--- src/rtl/snn_inference_scheduler_pkg.sv ---
// Shared definitions for the SNN inference scheduler slice.
// Holds the network dimensions, the derived counter/class widths, the
// scheduler state encoding and the saturating spike-count helper.
package snn_inference_scheduler_pkg;

  localparam int INPUT_SIZE        = 16;
  localparam int PIXEL_WIDTH       = 8;
  localparam int OUTPUT_SIZE       = 4;
  localparam int SPIKE_WINDOW      = 16;
  localparam int CLOCK_DIVIDER_VAL = 8;

  localparam int PIX_W   = INPUT_SIZE * PIXEL_WIDTH;
  localparam int CNT_W   = $clog2(SPIKE_WINDOW + 1);
  localparam int CLASS_W = (OUTPUT_SIZE > 1) ? $clog2(OUTPUT_SIZE) : 1;
  localparam int DIV_W   = (CLOCK_DIVIDER_VAL > 1) ? $clog2(CLOCK_DIVIDER_VAL) : 1;
  localparam int CNTS_W  = OUTPUT_SIZE * CNT_W;

  typedef enum logic [2:0] {
    IDLE   = 3'd0,
    CLEAR  = 3'd1,
    RUN    = 3'd2,
    DRAIN  = 3'd3,
    ARGMAX = 3'd4,
    RESULT = 3'd5
  } sched_state_e;

  // Adds one spike to a count, never exceeding the window length.
  function automatic logic [CNT_W-1:0] sat_add(input logic [CNT_W-1:0] cnt, input logic spike);
    if (spike && (cnt < CNT_W'(SPIKE_WINDOW))) begin
      return cnt + CNT_W'(1);
    end else begin
      return cnt;
    end
  endfunction

endpackage

--- src/rtl/snn_inference_scheduler_if.sv ---
// Image-in / result-out handshake bundle of the inference scheduler.
//   img_valid/img_ready/img_pixels : image source -> scheduler
//   res_valid/res_ready/res_class/res_none/res_counts : scheduler -> consumer
// master = host side, slave = scheduler side.
interface snn_inference_scheduler_if;
  import snn_inference_scheduler_pkg::*;

  logic               img_valid;
  logic               img_ready;
  logic [PIX_W-1:0]   img_pixels;
  logic               res_valid;
  logic               res_ready;
  logic [CLASS_W-1:0] res_class;
  logic               res_none;
  logic [CNTS_W-1:0]  res_counts;

  modport master (
    output img_valid, img_pixels, res_ready,
    input  img_ready, res_valid, res_class, res_none, res_counts
  );

  modport slave (
    input  img_valid, img_pixels, res_ready,
    output img_ready, res_valid, res_class, res_none, res_counts
  );

endinterface

--- src/rtl/snn_inference_scheduler_argmax.sv ---
// snn_argmax: combinational argmax over packed per-neuron spike counts.
//   counts : OUTPUT_SIZE counts of CNT_W bits, neuron 0 in the LSBs
//   idx    : index of the largest count, lowest index on ties
//   none   : all counts are zero (idx is then 0)
module snn_argmax
  import snn_inference_scheduler_pkg::*;
(
  input  logic [CNTS_W-1:0]  counts,
  output logic [CLASS_W-1:0] idx,
  output logic               none
);

  logic [CNT_W-1:0] best_s;

  // Strict greater-than keeps the earliest index when counts tie.
  always_comb begin
    best_s = counts[CNT_W-1:0];
    idx    = CLASS_W'(0);
    none   = (counts == CNTS_W'(0));
    for (int i = 1; i < OUTPUT_SIZE; i++) begin
      if (counts[i*CNT_W +: CNT_W] > best_s) begin
        best_s = counts[i*CNT_W +: CNT_W];
        idx    = CLASS_W'(i);
      end else begin
        best_s = best_s;
      end
    end
  end

endmodule

--- src/rtl/snn_inference_scheduler.sv ---
// snn_inference_scheduler: runs one SNN inference per accepted image.
//   bus        : image handshake in, argmax result handshake out
//   pix_load   : pulse, encoder latches pix_data
//   pix_data   : registered copy of the accepted image
//   net_clear  : pulse, clear membrane potentials
//   step_en    : one time-step tick every CLOCK_DIVIDER_VAL cycles
//   out_valid/out_spikes : output-layer response for one step
//   abort      : cancel the running inference, back to IDLE
//   busy       : high outside IDLE
module snn_inference_scheduler
  import snn_inference_scheduler_pkg::*;
(
  input  logic                    clk,
  input  logic                    rst_n,
  snn_inference_scheduler_if.slave bus,
  output logic                    pix_load,
  output logic [PIX_W-1:0]        pix_data,
  output logic                    net_clear,
  output logic                    step_en,
  input  logic                    out_valid,
  input  logic [OUTPUT_SIZE-1:0]  out_spikes,
  input  logic                    abort,
  output logic                    busy
);

  sched_state_e       state_r, state_next_s;
  logic [DIV_W-1:0]   div_r;
  logic [CNT_W-1:0]   step_r;
  logic [CNT_W-1:0]   resp_r, resp_next_s;
  logic [CNTS_W-1:0]  counts_r, counts_next_s;
  logic [PIX_W-1:0]   pix_data_r;
  logic [CLASS_W-1:0] res_class_r, arg_idx_s;
  logic               res_none_r, arg_none_s;
  logic [CNTS_W-1:0]  res_counts_r;
  logic               tick_s, accept_s, resp_take_s;

  // Pulses are decoded from registered state but must be masked by abort
  // in the same cycle, so they carry a single AND of abort.
  assign tick_s      = (state_r == RUN) && (div_r == DIV_W'(CLOCK_DIVIDER_VAL - 1)) && !abort;
  assign accept_s    = (state_r == IDLE) && bus.img_valid;
  assign resp_take_s = ((state_r == RUN) || (state_r == DRAIN)) && out_valid
                       && (resp_r < CNT_W'(SPIKE_WINDOW));
  assign resp_next_s = resp_take_s ? (resp_r + CNT_W'(1)) : resp_r;

  assign bus.img_ready  = (state_r == IDLE);
  assign bus.res_valid  = (state_r == RESULT);
  assign bus.res_class  = res_class_r;
  assign bus.res_none   = res_none_r;
  assign bus.res_counts = res_counts_r;
  assign busy           = (state_r != IDLE);
  assign pix_load       = (state_r == CLEAR) && !abort;
  assign net_clear      = (state_r == CLEAR) && !abort;
  assign step_en        = tick_s;
  assign pix_data       = pix_data_r;

  snn_argmax u_argmax (
    .counts (counts_r),
    .idx    (arg_idx_s),
    .none   (arg_none_s)
  );

  // Per-neuron spike accumulation for one accepted response.
  always_comb begin
    counts_next_s = counts_r;
    if (resp_take_s) begin
      for (int i = 0; i < OUTPUT_SIZE; i++) begin
        counts_next_s[i*CNT_W +: CNT_W] = sat_add(counts_r[i*CNT_W +: CNT_W], out_spikes[i]);
      end
    end else begin
      counts_next_s = counts_r;
    end
  end

  // Next-state logic; abort wins in every state except IDLE.
  always_comb begin
    state_next_s = state_r;
    case (state_r)
      IDLE: begin
        if (bus.img_valid) state_next_s = CLEAR;
        else               state_next_s = IDLE;
      end
      CLEAR: begin
        if (abort) state_next_s = IDLE;
        else       state_next_s = RUN;
      end
      RUN: begin
        if (abort)                                                 state_next_s = IDLE;
        else if (tick_s && (step_r == CNT_W'(SPIKE_WINDOW - 1)))   state_next_s = DRAIN;
        else                                                       state_next_s = RUN;
      end
      DRAIN: begin
        // Includes a response arriving in this very cycle.
        if (abort)                                     state_next_s = IDLE;
        else if (resp_next_s == CNT_W'(SPIKE_WINDOW))  state_next_s = ARGMAX;
        else                                           state_next_s = DRAIN;
      end
      ARGMAX: begin
        if (abort) state_next_s = IDLE;
        else       state_next_s = RESULT;
      end
      RESULT: begin
        if (abort)              state_next_s = IDLE;
        else if (bus.res_ready) state_next_s = IDLE;
        else                    state_next_s = RESULT;
      end
      default: state_next_s = IDLE;
    endcase
  end

  // State register.
  always_ff @(posedge clk or negedge rst_n) begin
    if (!rst_n) begin
      state_r <= IDLE;
    end else begin
      state_r <= state_next_s;
    end
  end

  // Image capture, step pacing, spike accounting and result registers.
  always_ff @(posedge clk or negedge rst_n) begin
    if (!rst_n) begin
      pix_data_r   <= PIX_W'(0);
      div_r        <= DIV_W'(0);
      step_r       <= CNT_W'(0);
      resp_r       <= CNT_W'(0);
      counts_r     <= CNTS_W'(0);
      res_class_r  <= CLASS_W'(0);
      res_none_r   <= 1'b0;
      res_counts_r <= CNTS_W'(0);
    end else begin
      if (accept_s) begin
        pix_data_r <= bus.img_pixels;
      end

      if (state_r == CLEAR) begin
        div_r    <= DIV_W'(0);
        step_r   <= CNT_W'(0);
        resp_r   <= CNT_W'(0);
        counts_r <= CNTS_W'(0);
      end else begin
        if (state_r == RUN) begin
          div_r <= (div_r == DIV_W'(CLOCK_DIVIDER_VAL - 1)) ? DIV_W'(0) : (div_r + DIV_W'(1));
        end
        if (tick_s) begin
          step_r <= step_r + CNT_W'(1);
        end
        resp_r   <= resp_next_s;
        counts_r <= counts_next_s;
      end

      if ((state_r == ARGMAX) && !abort) begin
        res_class_r  <= arg_idx_s;
        res_none_r   <= arg_none_s;
        res_counts_r <= counts_r;
      end
    end
  end

endmodule

--- src/flat_wrapper.sv ---
// flat-port wrapper written by rule: the top's interface ports become plain ports
module snn_inference_scheduler_flat import snn_inference_scheduler_pkg::*;
  (clk, rst_n, pix_load, pix_data, net_clear, step_en, out_valid, out_spikes, abort, busy, bus_img_valid, bus_img_pixels, bus_res_ready, bus_img_ready, bus_res_valid, bus_res_class, bus_res_none, bus_res_counts);
  snn_inference_scheduler_if bus_i ();
  input  logic clk;
  input  logic rst_n;
  output logic pix_load;
  output logic [PIX_W-1:0] pix_data;
  output logic net_clear;
  output logic step_en;
  input  logic out_valid;
  input  logic [OUTPUT_SIZE-1:0] out_spikes;
  input  logic abort;
  output logic busy;
  input wire logic [$bits(bus_i.img_valid)-1:0] bus_img_valid;
  input wire logic [$bits(bus_i.img_pixels)-1:0] bus_img_pixels;
  input wire logic [$bits(bus_i.res_ready)-1:0] bus_res_ready;
  output wire logic [$bits(bus_i.img_ready)-1:0] bus_img_ready;
  output wire logic [$bits(bus_i.res_valid)-1:0] bus_res_valid;
  output wire logic [$bits(bus_i.res_class)-1:0] bus_res_class;
  output wire logic [$bits(bus_i.res_none)-1:0] bus_res_none;
  output wire logic [$bits(bus_i.res_counts)-1:0] bus_res_counts;
  assign bus_i.img_valid = bus_img_valid;
  assign bus_i.img_pixels = bus_img_pixels;
  assign bus_i.res_ready = bus_res_ready;
  assign bus_img_ready = bus_i.img_ready;
  assign bus_res_valid = bus_i.res_valid;
  assign bus_res_class = bus_i.res_class;
  assign bus_res_none = bus_i.res_none;
  assign bus_res_counts = bus_i.res_counts;
  snn_inference_scheduler u_core (.clk(clk), .rst_n(rst_n), .bus(bus_i), .pix_load(pix_load), .pix_data(pix_data), .net_clear(net_clear), .step_en(step_en), .out_valid(out_valid), .out_spikes(out_spikes), .abort(abort), .busy(busy));
endmodule
--- config.mk ---
export PLATFORM = sky130hd
export DESIGN_NAME = snn_inference_scheduler_flat
export DESIGN_NICKNAME = d
export VERILOG_FILES = /design/src/rtl/snn_inference_scheduler_pkg.sv /design/src/rtl/snn_inference_scheduler_if.sv /design/src/rtl/snn_inference_scheduler_argmax.sv /design/src/rtl/snn_inference_scheduler.sv /design/src/flat_wrapper.sv
export SDC_FILE = /design/constraint.sdc
export NUM_CORES = 1
export LEC_CHECK = 0
export BUFFER_PORTS_ARGS = -buffer_cell sky130_fd_sc_hd__buf_2
export CELL_PAD_IN_SITES_DETAIL_PLACEMENT = 0
export CELL_PAD_IN_SITES_GLOBAL_PLACEMENT = 1
export CORE_MARGIN = 8
export CORE_UTILIZATION = 35
export DETAILED_ROUTE_END_ITERATION = 8
export PLACE_DENSITY = 0.77
export SLEW_MARGIN = 10
export SYNTH_ARGS = -nofsm -noshare
export SYNTH_HDL_FRONTEND = slang
export SYNTH_SLANG_ARGS = --single-unit
--- constraint.sdc ---
create_clock -name clk -period 6 [get_ports clk]
set_clock_uncertainty 0.1 [all_clocks]
set_input_delay 0.9 -clock clk [delete_from_list [all_inputs] [get_ports clk]]
set_output_delay 0.9 -clock clk [all_outputs]
set_load 0.05 [all_outputs]
==> results by group <==
Clock network
  • Clk Latency, worst-skew pair: 420 ps
  • Max Buffers Root-to-Sink: 2
  • H-Tree Depth: 4
  • Clock transition at path regs: around 80 ps
  • Clock tree sinks: around 190
  • Clk root buf: clkbuf_16
  • Total CTS buffers: 17
  • Post-CTS Resized: 0
  • TritonCTS clock tree: built
  • Post-CTS setup buffer count: 0
  • Hold_buf cts: 0

GRT
  • First-pass GRT wire length: about 32000 microns
  • Largest net degree at the start of global routing: approximately 130
  • GR Overflow Total: 0
  • Tot GR Track Use: between 10% and 20%
  • Vias in the first global route: 5743
  • Initial antenna violation count: 0

Setup path
  • Critical Path Source Type: flip-flop
  • WS Path Type: reg -> reg
  • Critical path arrival: between 4000 and 5000 ps
  • Setup crit end kind: flip-flop
  • Max FO, Critical Path: 6
  • WP data required: between 6000 and 7000 ps

Synth
  • Top-area cell type share of the netlist area: a little under three fifths
  • Register bit total from synthesis: 187
  • EDFF count, synth: 0
  • Synthesized area: about 8000 sq um
  • Syn Area/Cell: between 10 and 15 sq um
  • Post-synth cell types: between 50 and 60
  • Cell count after synthesis: ~580
  • Ys Warns: 0
  • Main synth FF type: dfrtp_1
  • Synth Net Count: between 700 and 800
  • Async S/R FF share, synth: 100.0%
  • Cell accounting for the most synthesized area: dfrtp_1
  • Top cells by area, synth: dfrtp_1 (57%), mux2_2 (20%), ha_1 (4.0%)
  • Sequential area share after synthesis: roughly 57%

Power
  • Pint: 0.002813 W
  • Power Density: approximately 500 nW/um^2
  • Leak Pwr: between 5 and 6 nW
  • Max VDD drop: approximately 0.00022 V
  • Logic pwr share: ~45%
  • Flop pwr share: between 30% and 40%
  • Net Sw Frac: a little under half
  • Sw power: ~0.0024 W
  • Clock network fraction of total power: 21.2%

Floorplan
  • Io pins: 295
  • Die area: 28620 sq um
  • Core area: 23260 sq um
  • # rows: 56
  • Starting Density: between 30% and 40%
  • Die W: 169.2 microns
  • Die H: 169.2 microns

Place
  • Placed cell count: between 1k and 1.5k
  • Port Buf Inserts: a little under 300
  • Dpl hpwl: roughly 15000 microns
  • Final estimated routing congestion in global placement: 0.7960

Layout
  • Final layout net count: 1034
  • Most common cell after layout, fill and taps aside: buf_2
  • Fill count: around 2.2k
  • Non-Filler Instances: 1202
  • Most frequent cells in the layout: buf_2 (293), dfrtp_1 (187), mux2_2 (143), nor2_1 (36), ha_1 (26)
  • Share of layout cells above drive strength 1: 55.15%
  • Layout overhead on the synthesized area: 26.91%
  • N_diodes: 0

Timing
  • Final worst path period share: between 70% and 80%
  • Min Tclk post-route: around 4500 ps
  • Setup Viol. Count Final: 0
  • Fmax: roughly 0.22 GHz
  • Final Hold Viols: 0
  • TNS Setup: 0 ps
  • Worst slew pin tran: 775.2 ps
  • RSZ-0062 raised after global routing: no
  • Final slew viol count: 0
  • Worst slew margin: around 48%

Route
  • Vias per cell: between 4 and 5
  • 1st-pass router iterations: 4
  • DRC viols: 0
  • Total routed wirelength: 20040 microns
  • Wire per inst: between 15 and 20 microns
  • Post-DRT Antenna Nets: 0
  • 1st-iter DRT viols: 333
  • DR vias: approximately 5.5k

Job
  • MaxCap Viol Count: 0

Status
  • Outcome: completed

Min path
  • Worst hold path class: in -> async
## cells in the mapped netlist (2+ instances only)
master    instances
a21o_1            2
a21oi_1          11
a22o_1            4
a31oi_1           2
a41oi_1           3
and3_1            4
buf_12           10
buf_2             2
buf_4             2
buf_6             4
clkbuf_1          4
dfrtp_1         187
ha_1             26
inv_1            21
mux2_1           10
mux2_2          143
mux2i_1           9
nand2_1          18
nand2b_1          2
nand3_1           8
nand4_1           9
nor2_1           36
nor3_1            2
nor3b_4           2
nor4_1            3
nor4b_1           2
o21a_1            2
o21ai_0           7
o31a_1            2
or2_2             2
xnor2_1           9
xor2_1            8
## worst paths after layout
check	startpoint	to	slack, ps	depth (start not counted)
worst min-delay path	rst_n	u_core.pix_data[52]	380	1
worst min register to register	u_core.pix_data[10]	u_core.pix_data[10]	380	1
max in group asynchronous	rst_n	u_core.counts_r[0]	4350	2
worst max register to register	u_core.counts_r[2]	u_core.bus.res_class[1]	1540	18
min in group clk	u_core.pix_data[10]	u_core.pix_data[10]	380	1
worst max-delay path	u_core.counts_r[2]	u_core.bus.res_class[1]	1540	18
## state kept, by name (all words and copies together), names as in the netlist
register and flops:
u_core.bus.res_class 2, u_core.state_r 3, u_core.counts_r 20, u_core.div_r 3
u_core.bus.res_counts 20, u_core.bus.res_none 1, u_core.step_r 5, u_core.pix_data 128
u_core.resp_r 5
## per-stage QoR
stage | setup slack [ps] | utilization [%] | total power, W | cell area [sq um] | hold WS (ps)
after floorplan | 1967 | - | 0.003598 | 8212 | 368.8
after detailed placement | 1534 | 42.32 | 0.004144 | 9846 | 369.7
after CTS | 1529 | 44.80 | 0.005266 | 10420 | 386.1
final | 1537 | 44.80 | 0.005192 | 10420 | 380.5
after global routing | 1204 | 44.80 | 0.005455 | 10420 | 408.8
after global placement | 1629 | 42.32 | 0.004110 | 9846 | 361.1
## worst max-delay path: stages (launching register included)
cell     delay (ps)
dfrtp_1         450
inv_1           100
ha_1            310
a21oi_1         140
nor2_1           90
o32ai_4         410
mux2i_1         300
ha_1            270
o21ai_0         140
a21oi_1          80
o31a_1          250
inv_1           160
mux2_2          360
ha_1            290
nand2_1          60
or2_2           300
a21bo_2         210
a31oi_1         210
a21oi_1         100
## power by group through the flow
stage,registers (W),clock network (W),logic [W]
4_1_cts,0.00178,0.00114,0.00234
6_report,0.00178,0.00110,0.00231
3_3_place_gp,0.00179,0,0.00232
2_1_floorplan,0.00291,0,0.000687
3_5_place_dp,0.00181,0,0.00234
5_1_grt,0.00183,0.00119,0.00243
## cells by family (layout without fill, tap and decap cells)
group	count (synthesis)	after routing	share of synthesized area (%)
xor gates and xnor gates	17	17	1.813
and+or+nand+nor	100	100	7.040
muxes	162	162	22.08
adders and majority gates	26	26	3.962
buffers and inverters	44	351	4.617
AOI/OAI and AO/OA	40	40	3.505
DFF	187	187	56.99
## per-layer routing
metal / vias to the layer above / wire (microns) / global-route usage [%]
li1: 2640 / - / -
met1: 2666 / 8595 / 17.08
met2: 187 / 9672 / 23.26
met3: 17 / 1497 / 4.024
met4: 0 / 269 / 4.002
met5: - / 0 / 0
## area by class of cell
type,count,area (sq um),area share (%)
clock inverters,15,150.1,1.441
well taps,319,399.1,3.830
multi-input cells,345,3153,30.26
flip-flops and latches,187,4679,44.90
inverters,21,78.83,0.7564
clock buffers,17,425.4,4.082
repair buffers,298,1535,14.73
Power figures use the tool's default switching activity.
